<file path="src/rtl/axi_mem_arbiter.sv">
// axi_mem_arbiter
//   Shares the core's single AXI4 memory port between the IFU (read-only)
//   and the LSU (read and write). One whole transaction is granted at a
//   time, from address handshake to final response. Channels are routed
//   combinationally from the registered grant, so a request reaches the
//   slave one cycle after it is raised.
//
// Ports
//   clk, reset            clock, synchronous active-high reset
//   ifu_ar*/ifu_r*        IFU read-address and read-data channels
//   lsu_ar*/lsu_r*        LSU read-address and read-data channels
//   lsu_aw*/lsu_w*/lsu_b* LSU write-address, write-data, write-response
//   m_ar*/m_r*/m_aw*/m_w*/m_b*  slave-side AXI4 channels
//   err_timeout           sticky: a granted transaction stayed open TIMEOUT cycles
//   grant                 current owner: 00 none, 01 IFU, 10 LSU read, 11 LSU write
module axi_mem_arbiter #(
  parameter int ADDR_W         = 32,
  parameter int DATA_W         = 32,
  parameter int LSU_STREAK_MAX = 4,
  parameter int TIMEOUT        = 1024
) (
  input  logic                clk,
  input  logic                reset,
  // IFU read
  input  logic [ADDR_W-1:0]   ifu_araddr,
  input  logic [7:0]          ifu_arlen,
  input  logic [2:0]          ifu_arsize,
  input  logic                ifu_arvalid,
  output logic                ifu_arready,
  output logic [DATA_W-1:0]   ifu_rdata,
  output logic [1:0]          ifu_rresp,
  output logic                ifu_rlast,
  output logic                ifu_rvalid,
  input  logic                ifu_rready,
  // LSU read
  input  logic [ADDR_W-1:0]   lsu_araddr,
  input  logic [7:0]          lsu_arlen,
  input  logic [2:0]          lsu_arsize,
  input  logic                lsu_arvalid,
  output logic                lsu_arready,
  output logic [DATA_W-1:0]   lsu_rdata,
  output logic [1:0]          lsu_rresp,
  output logic                lsu_rlast,
  output logic                lsu_rvalid,
  input  logic                lsu_rready,
  // LSU write
  input  logic [ADDR_W-1:0]   lsu_awaddr,
  input  logic [7:0]          lsu_awlen,
  input  logic [2:0]          lsu_awsize,
  input  logic                lsu_awvalid,
  output logic                lsu_awready,
  input  logic [DATA_W-1:0]   lsu_wdata,
  input  logic [DATA_W/8-1:0] lsu_wstrb,
  input  logic                lsu_wlast,
  input  logic                lsu_wvalid,
  output logic                lsu_wready,
  output logic [1:0]          lsu_bresp,
  output logic                lsu_bvalid,
  input  logic                lsu_bready,
  // slave side
  output logic [ADDR_W-1:0]   m_araddr,
  output logic [7:0]          m_arlen,
  output logic [2:0]          m_arsize,
  output logic                m_arvalid,
  input  logic                m_arready,
  input  logic [DATA_W-1:0]   m_rdata,
  input  logic [1:0]          m_rresp,
  input  logic                m_rlast,
  input  logic                m_rvalid,
  output logic                m_rready,
  output logic [ADDR_W-1:0]   m_awaddr,
  output logic [7:0]          m_awlen,
  output logic [2:0]          m_awsize,
  output logic                m_awvalid,
  input  logic                m_awready,
  output logic [DATA_W-1:0]   m_wdata,
  output logic [DATA_W/8-1:0] m_wstrb,
  output logic                m_wlast,
  output logic                m_wvalid,
  input  logic                m_wready,
  input  logic [1:0]          m_bresp,
  input  logic                m_bvalid,
  output logic                m_bready,
  // status
  output logic                err_timeout,
  output logic [1:0]          grant
);

  localparam int STREAK_W = $clog2(LSU_STREAK_MAX + 1);
  localparam int TMO_W    = $clog2(TIMEOUT + 1);
  localparam logic [STREAK_W-1:0] STREAK_MAX_V = STREAK_W'(LSU_STREAK_MAX);
  localparam logic [TMO_W-1:0]    TMO_MAX_V    = TMO_W'(TIMEOUT);
  localparam logic [TMO_W-1:0]    TMO_LAST_V   = TMO_W'(TIMEOUT - 1);

  // State encoding doubles as the grant code.
  typedef enum logic [1:0] {
    IDLE   = 2'b00,
    RD_IFU = 2'b01,
    RD_LSU = 2'b10,
    WR_LSU = 2'b11
  } state_t;

  state_t              state_reg;
  logic [STREAK_W-1:0] streak_reg;
  logic [TMO_W-1:0]    tmo_cnt_reg;
  logic                err_timeout_reg;

  logic rd_done;
  logic wr_done;
  logic txn_done;

  assign rd_done  = m_rvalid & m_rready & m_rlast;
  assign wr_done  = m_bvalid & m_bready;
  assign txn_done = (state_reg == WR_LSU) ? wr_done : rd_done;

  assign grant       = state_reg;
  assign err_timeout = err_timeout_reg;

  always_ff @(posedge clk) begin
    if (reset) begin
      state_reg       <= IDLE;
      streak_reg      <= '0;
      tmo_cnt_reg     <= '0;
      err_timeout_reg <= 1'b0;
    end else begin
      case (state_reg)
        IDLE: begin
          tmo_cnt_reg <= '0;
          // A starved IFU beats every LSU request once the streak is full.
          // In the LSU branches below a waiting IFU implies the streak is
          // still below its limit, so the increment saturates by construction.
          if (ifu_arvalid && (streak_reg == STREAK_MAX_V)) begin
            state_reg  <= RD_IFU;
            streak_reg <= '0;
          end else if (lsu_awvalid || lsu_wvalid) begin
            state_reg <= WR_LSU;
            if (ifu_arvalid) streak_reg <= streak_reg + 1'b1;
          end else if (lsu_arvalid) begin
            state_reg <= RD_LSU;
            if (ifu_arvalid) streak_reg <= streak_reg + 1'b1;
          end else if (ifu_arvalid) begin
            state_reg  <= RD_IFU;
            streak_reg <= '0;
          end
        end
        default: begin
          // Hang detection only flags; the transaction keeps its grant.
          if (tmo_cnt_reg == TMO_LAST_V) err_timeout_reg <= 1'b1;
          if (txn_done) begin
            state_reg   <= IDLE;
            tmo_cnt_reg <= '0;
          end else if (tmo_cnt_reg != TMO_MAX_V) begin
            tmo_cnt_reg <= tmo_cnt_reg + 1'b1;
          end
        end
      endcase
    end
  end

  // Channel routing from the registered grant; everything not owned is 0.
  always_comb begin
    ifu_arready = 1'b0;
    ifu_rdata   = '0;
    ifu_rresp   = '0;
    ifu_rlast   = 1'b0;
    ifu_rvalid  = 1'b0;
    lsu_arready = 1'b0;
    lsu_rdata   = '0;
    lsu_rresp   = '0;
    lsu_rlast   = 1'b0;
    lsu_rvalid  = 1'b0;
    lsu_awready = 1'b0;
    lsu_wready  = 1'b0;
    lsu_bresp   = '0;
    lsu_bvalid  = 1'b0;
    m_araddr    = '0;
    m_arlen     = '0;
    m_arsize    = '0;
    m_arvalid   = 1'b0;
    m_rready    = 1'b0;
    m_awaddr    = '0;
    m_awlen     = '0;
    m_awsize    = '0;
    m_awvalid   = 1'b0;
    m_wdata     = '0;
    m_wstrb     = '0;
    m_wlast     = 1'b0;
    m_wvalid    = 1'b0;
    m_bready    = 1'b0;
    case (state_reg)
      RD_IFU: begin
        m_araddr    = ifu_araddr;
        m_arlen     = ifu_arlen;
        m_arsize    = ifu_arsize;
        m_arvalid   = ifu_arvalid;
        ifu_arready = m_arready;
        ifu_rdata   = m_rdata;
        ifu_rresp   = m_rresp;
        ifu_rlast   = m_rlast;
        ifu_rvalid  = m_rvalid;
        m_rready    = ifu_rready;
      end
      RD_LSU: begin
        m_araddr    = lsu_araddr;
        m_arlen     = lsu_arlen;
        m_arsize    = lsu_arsize;
        m_arvalid   = lsu_arvalid;
        lsu_arready = m_arready;
        lsu_rdata   = m_rdata;
        lsu_rresp   = m_rresp;
        lsu_rlast   = m_rlast;
        lsu_rvalid  = m_rvalid;
        m_rready    = lsu_rready;
      end
      WR_LSU: begin
        m_awaddr    = lsu_awaddr;
        m_awlen     = lsu_awlen;
        m_awsize    = lsu_awsize;
        m_awvalid   = lsu_awvalid;
        lsu_awready = m_awready;
        m_wdata     = lsu_wdata;
        m_wstrb     = lsu_wstrb;
        m_wlast     = lsu_wlast;
        m_wvalid    = lsu_wvalid;
        lsu_wready  = m_wready;
        lsu_bresp   = m_bresp;
        lsu_bvalid  = m_bvalid;
        m_bready    = lsu_bready;
      end
      default: ;
    endcase
  end

endmodule

</file>
<file path="config.mk">
export PLATFORM = sky130hd
export DESIGN_NAME = axi_mem_arbiter
export DESIGN_NICKNAME = d
export VERILOG_FILES = /design/src/rtl/axi_mem_arbiter.sv
export SDC_FILE = /design/constraint.sdc
export NUM_CORES = 1
export LEC_CHECK = 0
export ABC_AREA = 1
export BUFFER_PORTS_ARGS = -buffer_cell sky130_fd_sc_hd__buf_2
export CAP_MARGIN = 20
export CORE_AREA = 3 3 165 167
export DETAILED_ROUTE_END_ITERATION = 7
export DIE_AREA = 0 0 168 170
export GPL_ROUTABILITY_DRIVEN = 0
export PLACE_DENSITY = 0.37
export SYNTH_ARGS = -nofsm -noshare
export SYNTH_HDL_FRONTEND = slang
export SYNTH_SLANG_ARGS = --single-unit
</file>
<file path="constraint.sdc">
create_clock -name clk -period 1.9 [get_ports clk]
set_input_delay 0.19 -clock clk [delete_from_list [all_inputs] [get_ports clk]]
set_output_delay 0.19 -clock clk [all_outputs]
set_load 0.005 [all_outputs]
</file>
==> results of run 1 <==
[layer usage]
| metal | up-vias | track usage (%) | part of all wire, % |
|---|---|---|---|
| met3 | 23 | 1.77 | 6.0 |
| met2 | 209 | 22.9 | 51 |
| met1 | 2044 | 15.0 | 41 |
| met4 | 0 | 1.74 | 1.5 |
| met5 | - | 0 | 0 |
| li1 | 2567 | - | - |
[power groups by stage]
stage                     logic [W]  clock network (W)  registers [W]
final                       0.00174           0.000431       0.000406
after global routing        0.00198           0.000459       0.000409
after CTS                   0.00178           0.000440       0.000406
after detailed placement    0.00177                  0       0.000411
after global placement      0.00178                  0       0.000412
after floorplan            0.000786                  0       0.000404
[worst reg2reg max path, stage by stage, from the launching register on]
cell	delay [ns]
dfxtp_2	0.38
inv_1	0.10
ha_4	0.20
nand2_1	0.09
nand2_1	0.08
nand3_1	0.13
nand4_1	0.15
buf_12	0.18
nor3b_1	0.17
[area by class of cell]
class / instances / share of cell area [%]
antenna: 1 / 0.0446
clock buffer: 4 / 1.40
inverter: 184 / 12.3
multi-input combinational: 393 / 32.0
sequential: 17 / 6.11
tap: 335 / 7.47
timing repair buffer: 437 / 40.7
[per-stage QoR]
step                total power, W  setup TNS (ns)
finish                     0.00258               0
global route               0.00285        -0.00960
detailed placement         0.00218               0
floorplan                  0.00119               0
global placement           0.00219               0
CTS                        0.00262               0
[cells in the final DEF (no fill, tap or decap), drive strengths merged]
master / Yosys / final
buf: 8 / 437
nand2: 280 / 280
inv: 184 / 184
a21oi: 52 / 52
nor2: 21 / 21
dfxtp: 17 / 17
nand3: 12 / 12
ha: 8 / 8
nor3: 5 / 5
xor2: 4 / 4
clkbuf: 25 / 4
nand4: 3 / 3
o21ai: 3 / 3
nor3b: 2 / 2
diode: 0 / 1
or2: 1 / 1
nand3b: 1 / 1
xnor2: 1 / 1
[logic make-up (layout without fill, tap and decap cells)]
logic type / count (synthesis) / in the layout / share of synthesized area, %
XOR/XNOR: 5 / 5 / 1.50
buffers and inverters: 217 / 625 / 28.6
AND/OR/NAND/NOR: 325 / 325 / 45.0
flip-flops: 17 / 17 / 11.6
other: 0 / 1 / 0
AO/OA/AOI/OAI: 55 / 55 / 9.79
adder cells (fa/ha/maj): 8 / 8 / 3.42
[worst min path at each step]
stage / startpoint / end / slack [ns]
after global routing: reset / grant[1] / 0.16
after floorplan: reset / grant[0] / 0.26
after global placement: reset / streak_reg[2] / 0.42
final: reset / grant[1] / 0.15
after detailed placement: reset / grant[1] / 0.42
after CTS: reset / grant[1] / 0.15
==> results.md, run 1 <==
* Leading area contributor after synthesis: nand2_1
* Dpl hpwl at 16.6 mm
* Nets at 1261
* CTS resizes at 3
* R2R Setup Slk at 0.36 ns
* Worst Path Required at 1.71 ns
* Die width at 168 um
* Synth warnings at 0
* Antenna viol nets, final at 0
* Deepest clock path buffer count at 2
* Number of flops mapped to enable cells by yosys at 0
* Largest register FFs at 11
* Initial antenna violation count at 6
* Cts bufs inserted at 3
* First-pass GRT wire length at 27.4 mm
* Worst hold path type: in2reg
* Top cells by count, synth: nand2_1 (280), inv_1 (182), a21oi_1 (51)
* Vias in the first global route at 4534
* Critical Path Sink: m_araddr[30]
* Critical path buffers and inverters at 4
* MaxCap Viol Count at 0
* Synth unique cells at 24
* Worst-path cell chain: inv_1 > ha_1 > inv_2 > buf_4 > a21oi_1 > buf_2
* Logic pwr share at 67.6%
* CP Launch Type: flop
* Critical Path Source: grant[0]
* Max IR drop VDD at 0.000197 V
* Max stage delay on crit path at 0.38 ns
* Die Ht at 170 um
* Clk sinks at 17
* Register-to-Register Path Depth at 8
* Slew Limit Fails at 0
* Critical Path End Type: primary output
* Clk pwr share at 16.7%
* Reg2reg end: tmo_cnt_reg[8]
* Outcome: completed
* Period minus WS final at 1.80 ns
* Clock transition at the registers of the reported paths at 0.05 ns
* RSZ-0062 raised after global routing: yes
* Ys async rst share at 0%
* FP Rows at 59
* Placed Cells at 1366
* Worst-case clock skew at 0.00151 ns
* Layout Utilization at 21.7%
* DP Area at 5500 sq um
* Post-Syn Area at 2930 sq um
* Critical-path top delay cell: dfxtp_2
* Final Hold Viols at 0
* Tot GR Track Use at 12.2%
* Lkg Pwr at 4.39 nW
* Mapped Cells at 627
* Top post-synthesis cells by area: nand2_1 (36%), inv_1 (23%), dfxtp_1 (12%), a21oi_1 (8.7%), ha_1 (3.4%)
* Final setup viols at 0
* Area share of the largest cell type after synthesis at 35.9%
* Cell-internal power at 0.00140 W
* Final Non-Filler Cells at 1371
* Synthesized Nets at 852
* Sequential area share after synthesis at 11.6%
* Worst skew pair latency at 0.25 ns
* Critical path peak fanout at 14
* Worst hold margin at 0.153 ns
* Sw frac at 45.8%
* Slack of the critical path at 0.102 ns
* Multi-input gate area at 1790 sq um
* Register bit total from synthesis at 17
* Fin crit share at 94.6%
* Via count at 4843
* Max-slew headroom at 76.7%
* Number of I/O pins at 427
* CTS tree: done
* GRT overflow at 0
* Layout cells sized above 1 at 44.8%
* Die area at 28600 sq um
* Top-count cell post-synth: nand2_1
* Slew @ Worst Pin at 0.349 ns
* Fmax at 556 MHz
* WP data arrival at 1.61 ns
* CP Depth at 6
* Dpl ws at 0.238 ns
* Synth-to-Final Area Change at 91.9%
* H-tree Lvls at 1
* Largest net degree at the start of global routing at 45
* Post-route cell area at 5610 sq um
* PD cells at 460 nW/um^2
* DRC at 0
* Hold_buf cts at 0
* Min-Delay Path Depth at 2
* Number of filler cells placed in the layout at 3085
* Family with the most delay on the worst path: buffers and inverters
* FF+latch area at 343 sq um
* Initial cell density of the core at 11.3%
* DRT Pass-1 Iters at 6
* R2r startpoint: grant[1]
* Switching power of the nets at 0.00118 W
* Average size of a mapped cell at 4.67 sq um
* Vias per cell at 3.53
* WL/cell at 14.0 um
* Final WL at 19.2 mm
* Synth Flop Type: dfxtp_1
* Critical path class: reg2out
* Core Region at 25900 sq um
* Initial DRC count at 282
* Post-CTS setup buffer count at 0
* I/O Buffers at 426
* Root Driver: clkbuf_16
* Sequential share of power at 15.7%
Power figures use the tool's default switching activity.
==> inputs of run 2 (changes only) <==
--- a/config.mk
+++ b/config.mk
@@ -12,7 +12,7 @@
 export DETAILED_ROUTE_END_ITERATION = 7
 export DIE_AREA = 0 0 168 170
 export GPL_ROUTABILITY_DRIVEN = 0
-export PLACE_DENSITY = 0.37
+export PLACE_DENSITY = 0.38
 export SYNTH_ARGS = -nofsm -noshare
 export SYNTH_HDL_FRONTEND = slang
 export SYNTH_SLANG_ARGS = --single-unit
==> run 2 against run 1 <==
  * Total power down 1.3%
  * Design area down 0.25%
  * Final cell count down 0.22%
  * Clock power down 2%
  * Sequential power about the same
  * Worst setup slack worse by 0.035 ns
  * Sequential share of layout area about the same
  * Hold slack better by 0.018 ns
  * Wire length down 12%
  * First-iteration DRC count down 43%
  * Non-clock buffer count down 2
  * Via count down 1.4%
  * Critical endpoint is now m_araddr[8]
==> results.md, run 2 (same netlist as run 1, synthesis figures left out) <==
* Worst Path Required at 1.71 ns (about the same)
* FP Rows at 59 (unchanged)
* Placed Cells at 1363 (was 1366)
* Reg2reg end: tmo_cnt_reg[3] (was tmo_cnt_reg[8])
* Hold_sp: reset (unchanged)
* Critical-path top delay cell: dfxtp_2 (unchanged)
* Deepest clock path buffer count at 2 (unchanged)
* Number of I/O pins at 427 (unchanged)
* Synth-to-Final Area Change at 91.4% (was 91.9%)
* Antenna cells at 0 (was 1)
* Die area at 28600 sq um (unchanged)
* Max IR drop VDD at 0.000367 V (was 0.000197 V)
* Via count at 4774 (was 4843)
* Antenna viol nets, final at 0 (unchanged)
* WL/cell at 12.3 um (was 14.0 um)
* Final Non-Filler Cells at 1368 (was 1371)
* Critical Path End Type: primary output (unchanged)
* Outcome: completed (unchanged)
* Initial antenna violation count at 0 (was 6)
* DRT Pass-1 Iters at 4 (was 6)
* Fmax at 545 MHz (was 556 MHz)
* Root Driver: clkbuf_16 (unchanged)
* R2R Setup Slk at 0.33 ns (was 0.36 ns)
* Largest net degree at the start of global routing at 81 (was 45)
* Worst-case clock skew at 0.00550 ns (was 0.00151 ns)
* H-tree Lvls at 1 (unchanged)
* Slew Limit Fails at 0 (unchanged)
* Initial DRC count at 160 (was 282)
* CP Launch Type: flop (unchanged)
* Number of filler cells placed in the layout at 3074 (was 3085)
* Tot GR Track Use at 10.3% (was 12.2%)
* Clk sinks at 17 (unchanged)
* Post-CTS setup buffer count at 0 (unchanged)
* GRT overflow at 0 (unchanged)
* First-pass GRT wire length at 23.9 mm (was 27.4 mm)
* Final setup viols at 0 (unchanged)
* Largest register FFs at 11 (unchanged)
* Layout Utilization at 21.6% (was 21.7%)
* Nets at 1259 (was 1261)
* Initial cell density of the core at 11.3% (unchanged)
* Final WL at 16.9 mm (was 19.2 mm)
* Lkg Pwr at 4.39 nW (about the same)
* Overall Power at 0.00255 W (was 0.00258 W)
* Hold EP: grant[1] (unchanged)
* Critical path peak fanout at 19 (was 14)
* RSZ-0062 raised after global routing: no (was yes)
* Period minus WS final at 1.83 ns (was 1.80 ns)
* DRC at 0 (unchanged)
* Fin crit share at 96.5% (was 94.6%)
* Vias per cell at 3.49 (was 3.53)
* I/O Buffers at 426 (unchanged)
* Worst skew pair latency at 0.25 ns (about the same)
* Commonest non-fill, non-tap cell in the layout: buf_2 (unchanged)
* Cts bufs inserted at 3 (unchanged)
* PD cells at 455 nW/um^2 (was 460 nW/um^2)
* Dpl hpwl at 14.2 mm (was 16.6 mm)
* R2r startpoint: grant[0] (was grant[1])
* Die width at 168 um (unchanged)
* Layout cells sized above 1 at 44.3% (was 44.8%)
* MaxCap Viol Count at 0 (unchanged)
* Register-to-Register Path Depth at 8 (unchanged)
* Max-slew headroom at 74.6% (was 76.7%)
* CTS tree: done (unchanged)
* Core Region at 25900 sq um (unchanged)
* WP data arrival at 1.64 ns (was 1.61 ns)
* Worst hold path type: in2reg (unchanged)
* Slew @ Worst Pin at 0.378 ns (was 0.349 ns)
* Die Ht at 170 um (unchanged)
* Vias in the first global route at 4398 (was 4534)
* Final Hold Viols at 0 (unchanged)
* Worst-path cell chain: inv_1 > ha_1 > inv_2 > buf_12 > a21oi_1 > buf_2 (was inv_1 > ha_1 > inv_2 > buf_4 > a21oi_1 > buf_2)
* Setup TNS at 0 ns (unchanged)
* Clock transition at the registers of the reported paths at 0.05 ns (about the same)
* Hold_buf cts at 0 (unchanged)
* Min-Delay Path Depth at 2 (unchanged)
* Max stage delay on crit path at 0.39 ns (was 0.38 ns)
* Most frequent cells in the layout: buf_2 (426), nand2_1 (280), inv_1 (182) (unchanged)
* Critical path class: reg2out (unchanged)
==> run 2: critical path: cells and delay by family (launching register included) <==
kind                       cells  cell delay [ns]
AOI/OAI and AO/OA              1             0.18
adders and majority gates      1             0.32
buffers and inverters          4             0.49
DFF                            1             0.39
==> run 2: metal layers <==
| metal | part of all wire, % | global-route usage [%] |
|---|---|---|
| met5 | 0 | 0 |
| met4 | 0.45 | 1.03 |
| met3 | 7.6 | 1.72 |
| met2 | 52 | 20.1 |
| met1 | 40 | 12.1 |
==> run 2: what timing repair did <==
item                                    in CTS  in global routing
gates resized for setup                      2                  2
endpoints found under the setup margin       5                 29
endpoints found under the hold margin        0                  0
cloned                                       0                  1
==> run 2: area by class of cell <==
type / count / area, sq um / area share [%]
multi-input combinational: 393 / 1780 / 31.7
clock inverter: 1 / 5.00 / 0.0894
tap: 335 / 419 / 7.49
inverter: 184 / 691 / 12.3
timing repair buffer: 435 / 2290 / 40.9
clock buffer: 3 / 75.1 / 1.34
sequential: 17 / 343 / 6.12
==> run 2: where the power goes <==
group | switching (W) | leakage, nW | internal (W)
clock | 0.000143 | 0.0409 | 0.000282
sequential | 0.0000263 | 0.139 | 0.000379
combinational | 0.000973 | 4.21 | 0.000743
total | 0.00114 | 4.39 | 0.00140
==> run 2: through the flow <==
| stage | area (sq um) | setup slack [ns] | hold slack [ns] |
|---|---|---|---|
| 6_report | 5600 | 0.0666 | 0.171 |
| 5_1_grt | 5600 | 0.000635 | 0.174 |
| 4_1_cts | 5560 | 0.0214 | 0.161 |
| 3_5_place_dp | 5480 | 0.227 | 0.429 |
| 3_3_place_gp | 5480 | 0.257 | 0.410 |
| 2_1_floorplan | 2930 | 0.453 | 0.259 |
==> run 2: how the worst max path moves through the flow <==
stage	startpoint	to	slack (ns)	depth (start not counted)
after detailed placement	grant[0]	m_araddr[8]	0.23	6
after CTS	grant[0]	m_araddr[8]	0.02	6
after global routing	grant[0]	m_araddr[8]	0.0006	6
final	grant[0]	m_araddr[8]	0.07	6
after floorplan	grant[0]	tmo_cnt_reg[3]	0.45	9
after global placement	grant[0]	m_araddr[8]	0.26	6
